$ cat src/rtl/instr_assembler_pkg.sv
// Shared constants for the MIPS instruction assembler: format codes, field widths,
// default IM base address, FSM states and the field-packing helper.
package instr_assembler_pkg;

    localparam int OPC_W  = 6;
    localparam int REG_W  = 5;
    localparam int IMM_W  = 16;
    localparam int IDX_W  = 26;
    localparam int WORD_W = 32;

    localparam logic [1:0] FMT_R   = 2'd0;
    localparam logic [1:0] FMT_I   = 2'd1;
    localparam logic [1:0] FMT_J   = 2'd2;
    localparam logic [1:0] FMT_BAD = 2'd3;

    localparam logic [31:0] DEFAULT_BASE_ADDR = 32'h0000_3000;

    typedef enum logic [1:0] {
        S_IDLE = 2'd0,
        S_RUN  = 2'd1,
        S_FULL = 2'd2
    } state_e;

    // FMT_BAD yields zero; the caller never pushes it.
    function automatic logic [WORD_W-1:0] pack_instr(
        input logic [1:0]       fmt,
        input logic [OPC_W-1:0] opcode,
        input logic [REG_W-1:0] rs,
        input logic [REG_W-1:0] rt,
        input logic [REG_W-1:0] rd,
        input logic [REG_W-1:0] shamt,
        input logic [OPC_W-1:0] funct,
        input logic [IMM_W-1:0] imm16,
        input logic [IDX_W-1:0] index26
    );
        logic [WORD_W-1:0] w;
        w = '0;
        case (fmt)
            FMT_R:   w = {opcode, rs, rt, rd, shamt, funct};
            FMT_I:   w = {opcode, rs, rt, imm16};
            FMT_J:   w = {opcode, index26};
            default: w = '0;
        endcase
        return w;
    endfunction

endpackage

$ cat src/rtl/instr_assembler_fifo.sv
// DEPTH x W circular FIFO: push/pop on the same edge, async reset, sync flush.
// Write-to-read latency 1 edge; pushes when full and pops when empty are ignored.
module instr_fifo #(
    parameter  int DEPTH = 4,
    parameter  int W     = 32,
    localparam int AW    = $clog2(DEPTH),
    localparam int CW    = AW + 1
) (
    input  logic          clk,
    input  logic          reset,
    input  logic          flush,
    input  logic          push,
    input  logic [W-1:0]  push_dat,
    input  logic          pop,
    output logic [W-1:0]  pop_dat,
    output logic [CW-1:0] count,
    output logic          empty,
    output logic          full
);

    logic [W-1:0]  mem_q [DEPTH];
    logic [AW-1:0] wr_ptr_q, wr_ptr_d;
    logic [AW-1:0] rd_ptr_q, rd_ptr_d;
    logic [CW-1:0] count_q, count_d;
    logic          do_push, do_pop;

    assign empty   = (count_q == '0);
    assign full    = (count_q == CW'(DEPTH));
    assign do_push = push && !full;
    assign do_pop  = pop && !empty;
    assign pop_dat = mem_q[rd_ptr_q];
    assign count   = count_q;

    always_comb begin
        wr_ptr_d = wr_ptr_q;
        rd_ptr_d = rd_ptr_q;
        count_d  = count_q;
        if (flush) begin
            wr_ptr_d = '0;
            rd_ptr_d = '0;
            count_d  = '0;
        end else begin
            // Power-of-two depth lets the pointers wrap by natural overflow.
            if (do_push) wr_ptr_d = wr_ptr_q + AW'(1);
            if (do_pop)  rd_ptr_d = rd_ptr_q + AW'(1);
            if (do_push && !do_pop)      count_d = count_q + CW'(1);
            else if (!do_push && do_pop) count_d = count_q - CW'(1);
        end
    end

    always_ff @(posedge clk or posedge reset) begin
        if (reset) begin
            wr_ptr_q <= '0;
            rd_ptr_q <= '0;
            count_q  <= '0;
        end else begin
            wr_ptr_q <= wr_ptr_d;
            rd_ptr_q <= rd_ptr_d;
            count_q  <= count_d;
        end
    end

    always_ff @(posedge clk) begin
        if (do_push && !flush) mem_q[wr_ptr_q] <= push_dat;
    end

endmodule

$ cat src/rtl/instr_assembler.sv
// Packs R/I/J field groups into words, queues them, writes them to IM at BASE_ADDR+4n.
// Accept->im_we two edges; in_ready drops when the FIFO or the IM image is full, never drops a word.
module instr_assembler
    import instr_assembler_pkg::*;
#(
    parameter  int          DEPTH     = 4,
    parameter  logic [31:0] BASE_ADDR = DEFAULT_BASE_ADDR,
    parameter  int          IM_WORDS  = 1024,
    localparam int          WC_W      = $clog2(IM_WORDS) + 1,
    localparam int          FC_W      = $clog2(DEPTH) + 1
) (
    input  logic             clk,
    input  logic             reset,
    input  logic             clear,
    input  logic             in_valid,
    output logic             in_ready,
    input  logic [1:0]       fmt,
    input  logic [OPC_W-1:0] opcode,
    input  logic [REG_W-1:0] rs,
    input  logic [REG_W-1:0] rt,
    input  logic [REG_W-1:0] rd,
    input  logic [REG_W-1:0] shamt,
    input  logic [OPC_W-1:0] funct,
    input  logic [IMM_W-1:0] imm16,
    input  logic [IDX_W-1:0] index26,
    input  logic             out_ready,
    output logic             im_we,
    output logic [31:0]      im_addr,
    output logic [31:0]      im_wdata,
    output logic [WC_W-1:0]  word_count,
    output logic             full,
    output logic             fmt_err
);

    state_e            state_q, state_d;
    logic [WC_W-1:0]   word_count_q, word_count_d;
    logic              im_we_q, im_we_d;
    logic [31:0]       im_addr_q, im_addr_d;
    logic [31:0]       im_wdata_q, im_wdata_d;
    logic              fmt_err_q, fmt_err_d;

    logic [FC_W-1:0]   fifo_count;
    logic              fifo_empty, fifo_full;
    logic [WORD_W-1:0] head_dat, packed_word;
    logic [WC_W:0]     pending;
    logic              accept, push, pop;

    assign packed_word = pack_instr(fmt, opcode, rs, rt, rd, shamt, funct, imm16, index26);

    // Words already written plus words queued: the IM limit is reserved at accept time.
    assign pending  = {1'b0, word_count_q} + (WC_W+1)'(fifo_count);
    assign in_ready = !clear && !fifo_full && (state_q != S_FULL)
                    && (pending < (WC_W+1)'(IM_WORDS));
    assign accept   = in_valid && in_ready;
    assign push     = accept && (fmt != FMT_BAD);
    assign pop      = !fifo_empty && out_ready && (state_q != S_FULL) && !clear;

    instr_fifo #(
        .DEPTH (DEPTH),
        .W     (WORD_W)
    ) u_fifo (
        .clk      (clk),
        .reset    (reset),
        .flush    (clear),
        .push     (push),
        .push_dat (packed_word),
        .pop      (pop),
        .pop_dat  (head_dat),
        .count    (fifo_count),
        .empty    (fifo_empty),
        .full     (fifo_full)
    );

    always_comb begin
        state_d      = state_q;
        word_count_d = word_count_q;
        im_we_d      = 1'b0;
        im_addr_d    = im_addr_q;
        im_wdata_d   = im_wdata_q;
        fmt_err_d    = accept && (fmt == FMT_BAD);
        if (clear) begin
            word_count_d = '0;
            fmt_err_d    = 1'b0;
            state_d      = S_IDLE;
        end else begin
            if (pop) begin
                im_we_d      = 1'b1;
                im_wdata_d   = head_dat;
                im_addr_d    = BASE_ADDR + (32'(word_count_q) << 2);
                word_count_d = word_count_q + WC_W'(1);
            end
            case (state_q)
                S_IDLE: if (push) state_d = S_RUN;
                S_RUN:  if (pop && !push && (fifo_count == FC_W'(1))) state_d = S_IDLE;
                default: state_d = state_q;
            endcase
            if (word_count_d == WC_W'(IM_WORDS)) state_d = S_FULL;
        end
    end

    always_ff @(posedge clk or posedge reset) begin
        if (reset) begin
            state_q      <= S_IDLE;
            word_count_q <= '0;
            im_we_q      <= 1'b0;
            im_addr_q    <= '0;
            im_wdata_q   <= '0;
            fmt_err_q    <= 1'b0;
        end else begin
            state_q      <= state_d;
            word_count_q <= word_count_d;
            im_we_q      <= im_we_d;
            im_addr_q    <= im_addr_d;
            im_wdata_q   <= im_wdata_d;
            fmt_err_q    <= fmt_err_d;
        end
    end

    assign im_we      = im_we_q;
    assign im_addr    = im_addr_q;
    assign im_wdata   = im_wdata_q;
    assign word_count = word_count_q;
    assign fmt_err    = fmt_err_q;
    assign full       = (state_q == S_FULL);

endmodule

$ cat config.mk
export PLATFORM = sky130hd
export DESIGN_NAME = instr_assembler
export DESIGN_NICKNAME = d
export VERILOG_FILES = /design/src/rtl/instr_assembler_pkg.sv /design/src/rtl/instr_assembler_fifo.sv /design/src/rtl/instr_assembler.sv
export SDC_FILE = /design/constraint.sdc
export NUM_CORES = 1
export LEC_CHECK = 0
export CAP_MARGIN = 20
export CORE_UTILIZATION = 47
export CTS_CLUSTER_DIAMETER = 120
export CTS_CLUSTER_SIZE = 20
export DETAILED_ROUTE_END_ITERATION = 16
export PLACE_DENSITY = 0.76
export SLEW_MARGIN = 20
export SYNTH_ARGS = -nofsm -noshare
export SYNTH_HDL_FRONTEND = slang
export SYNTH_SLANG_ARGS = --single-unit
$ cat constraint.sdc
create_clock -name clk -period 2.6 [get_ports clk]
set_input_delay 0.39 -clock clk [delete_from_list [all_inputs] [get_ports clk]]
set_output_delay 0.39 -clock clk [all_outputs]
set_load 0.05 [all_outputs]
==> flow_metrics.tcl <==
set metrics [dict create \
    synth_area_per_cell_um2 13.34 \
    placed_cell_area_um2 10090 \
    worst-path-stages 6 \
    ys_seq_elements 194 \
    design_area_um2 10710 \
    end_kind "output pin" \
    crit_type "flop to output pin" \
    core_um2 17360 \
    synth_common_cells "165 x nand2_1, 128 x edfxtp_1, 66 x dfrtp_1, 32 x mux4_2, 29 x o21ai_0" \
    cts_made_buffers 17 \
    drive_above_1_share 0.1385 \
    routedWlPerCell_um 17.32 \
    critPathLaunchType "flop" \
    hold_viol_final 0 \
    leakage_nw 4.178 \
    finClkSkew_ns 0.008805 \
    cp_top_family "flip-flops" \
    synthArstFlopShare 0.3402 \
    yosys.area_share.simple 0.1220 \
    drv_cap 0 \
    ir_drop_v 0.0005491 \
    num-nets-final 866 \
    place_ws_ns 0.1185 \
    synth_top_family_by_area "simple AND/OR/NAND/NOR gates" \
    cts_tree "yes" \
    viasPerCell 5.380 \
    vias 5445 \
    drt-total-wl_um 17530 \
    portBuffers 140 \
    cts_hold_buffers 0 \
    grt_max_degree 47 \
    rsz0062_at_grt "false" \
    clock-sinks 194 \
    cts-root-buf "clkbuf_16" \
    synth_area_um2 8367 \
    clk_latency_ns 0.43 \
    setup_violations 0 \
    synthMuxAreaShare 0.1078 \
    worst_slack_ns 0.1556 \
    io_pins 160 \
    initial_core_util 0.4821 \
    ys_types 51 \
    synth_xor_area_frac 0.01256 \
    cp.required_ns 2.21 \
    synthTopCellsByArea "edfxtp_1 46%, dfrtp_1 20%, mux4_2 8.6%" \
    arrival_ns 2.05 \
    rows 48 \
    cp_slowest_cell "dfrtp_1" \
    synth_fa_ha_area_frac 0.01645 \
    path_cells "ha_1 > a31o_2 > a21oi_1 > nor2_1 > nor2_2 > buf_12" \
    dp.cells 980 \
    finalCritPeriodShare 0.9402 \
    diodes 0 \
    final_antenna_net_count 0 \
    cts.repair.resized 0 \
    grt_antenna_before_repair 0 \
    synthCells 627 \
    htree_levels 4 \
    ys_warn_count 0 \
    clk_pin_slew_ns 0.07 \
    die_w_um 135.4 \
    gp_congestion 0.8493 \
    instances_no_fill 1012 \
    syn_to_final_growth_pct 27.98 \
    outcome "finished clean" \
    grt_pass1_vias 5648 \
    route.detailed.drc 0 \
    seq_area_frac_synth 0.6568 \
    grt_pass1_wl_um 28980 \
    min_path_type "input pin to asynchronous set/reset pin" \
    fillCellCount 1239 \
    synth_ff_type "edfxtp_1" \
    synth_top_area_cell "edfxtp_1" \
    clock_path_buffers 2 \
    cp_max_fo 9 \
    slew_viol_final 0 \
    slowest_delay_ns 0.49 \
    hold_ws_ns 0.2972 \
    synth_edf_count 128 \
    max_freq_mhz 409.1 \
    hpwl_um 12080 \
    fp.dieH_um 135.4 \
    fin_crit_ns 2.444 \
    slew_headroom 0.4437 \
    utilization 0.6169 \
    post_cts_buffers 0 \
    worstRegToRegCells 9 \
    initialDrtViolationCount 460 \
    yosysMostFrequentCell "nand2_1" \
    drt_first_pass_iters 7 \
    grt_usage 0.2104 \
    cp_num_buf_inv 1 \
    yosys.area.top_type_share 0.4594 \
    grt-ovfl-total 0 \
    synth_compound_area_frac 0.04068 \
    tightest_slew_ns 0.8344 \
    p_per_area_nw_per_um2 890.3 \
    die-area_um2 18340 \
]
## where the power goes
part	total [W]	internal (W)	switching (W)
logic	0.00297	0.00111	0.00187
clock network	0.00262	0.00139	0.00124
registers	0.00394	0.00370	0.000237
## layout by cell type (no fill, tap or decap), types with 2 or more instances in the layout
cell and n:
a211oi_1 3, nand2b_1 2, mux4_2 32, clkinv_2 2
dfrtp_1 64, and2_2 4, clkinv_4 2, o31ai_1 2
nand2_1 164, ha_1 11, a21oi_1 6, mux2i_1 17
buf_4 18, edfxtp_1 128, nand3_1 10, inv_2 2
and4b_1 2, and3_1 2, buf_12 6, and4_1 3
nor2_1 20, dfrtp_2 2, nand4_1 4, inv_1 16
o211ai_1 2, clkinv_8 4, clkbuf_16 17, o21ai_0 29
inv_6 6, conb_1 19, inv_8 2, and2_1 9
xnor2_1 5, xor2_1 7, clkdlybuf4s50_1 139
## area by class of cell
type	count	area, µm²	share of cell area
clock inverter	15	187.7	0.01753
clock buffer	17	425.4	0.03973
timing repair buffer	163	1647	0.1538
tap	225	281.5	0.02629
multi-input combinational	378	2591	0.2420
inverter	20	77.57	0.007245
sequential	194	5498	0.5134
## through the flow
step	TNS [ns]	total power [W]
finish	0	0.009533
CTS	0	0.009617
global route	0	0.009969
global placement	0	0.006922
detailed placement	0	0.006988
floorplan	-9.017	0.005982
## final timing paths
check	start	to	slack, ns
worst min-delay path	reset	word_count[8]	0.30
worst max register to register	u_fifo.count[1]	u_fifo.count[2]	0.26
worst max-delay path	word_count[1]	in_ready	0.16
max in group asynchronous	reset	im_wdata[7]	1.66
min in group clk	im_wdata[12]	im_wdata[12]	0.48
worst min register to register	im_wdata[12]	im_wdata[12]	0.48
## state kept, by name, summed over array words and instances (netlist names)
name,flops
im_wdata,32
fmt_err,1
im_addr,12
u_fifo.mem_q,128
u_fifo.wr_ptr_q,2
u_fifo.rd_ptr_q,2
word_count,11
state_q,2
im_we,1
u_fifo.count,3
## metal layers
| metal | routed length, µm | GRT usage | vias to the layer above | part of all wire |
|---|---|---|---|---|
| met4 | 345 | 0.08052 | 0 | 0.020 |
| met5 | 0 | 0 | - | 0 |
| met1 | 7363 | 0.2685 | 2666 | 0.42 |
| li1 | - | - | 2475 | - |
| met2 | 8618 | 0.3479 | 269 | 0.49 |
| met3 | 1201 | 0.05125 | 35 | 0.069 |
## worst register-to-register path: cells and delay by family (launching register included)
| kind | cells | cell delay [ns] |
|---|---|---|
| buffers and inverters | 2 | 0.31 |
| adder cells (fa/ha/maj) | 1 | 0.23 |
| flip-flops | 1 | 0.45 |
| AND/OR/NAND/NOR | 2 | 0.36 |
| AO/OA/AOI/OAI | 4 | 0.91 |
## logic make-up (layout without fill, tap and decap cells)
logic type      after synthesis  count (layout)
compound gates               54              54
xor+xnor                     12              12
fa+ha+maj                    11              11
buf+inv                      73             215
flops                       194             194
mux                          50              50
other cells                   1              19
simple gates                232             232
No activity file was read; power rests on OpenSTA's default activity.
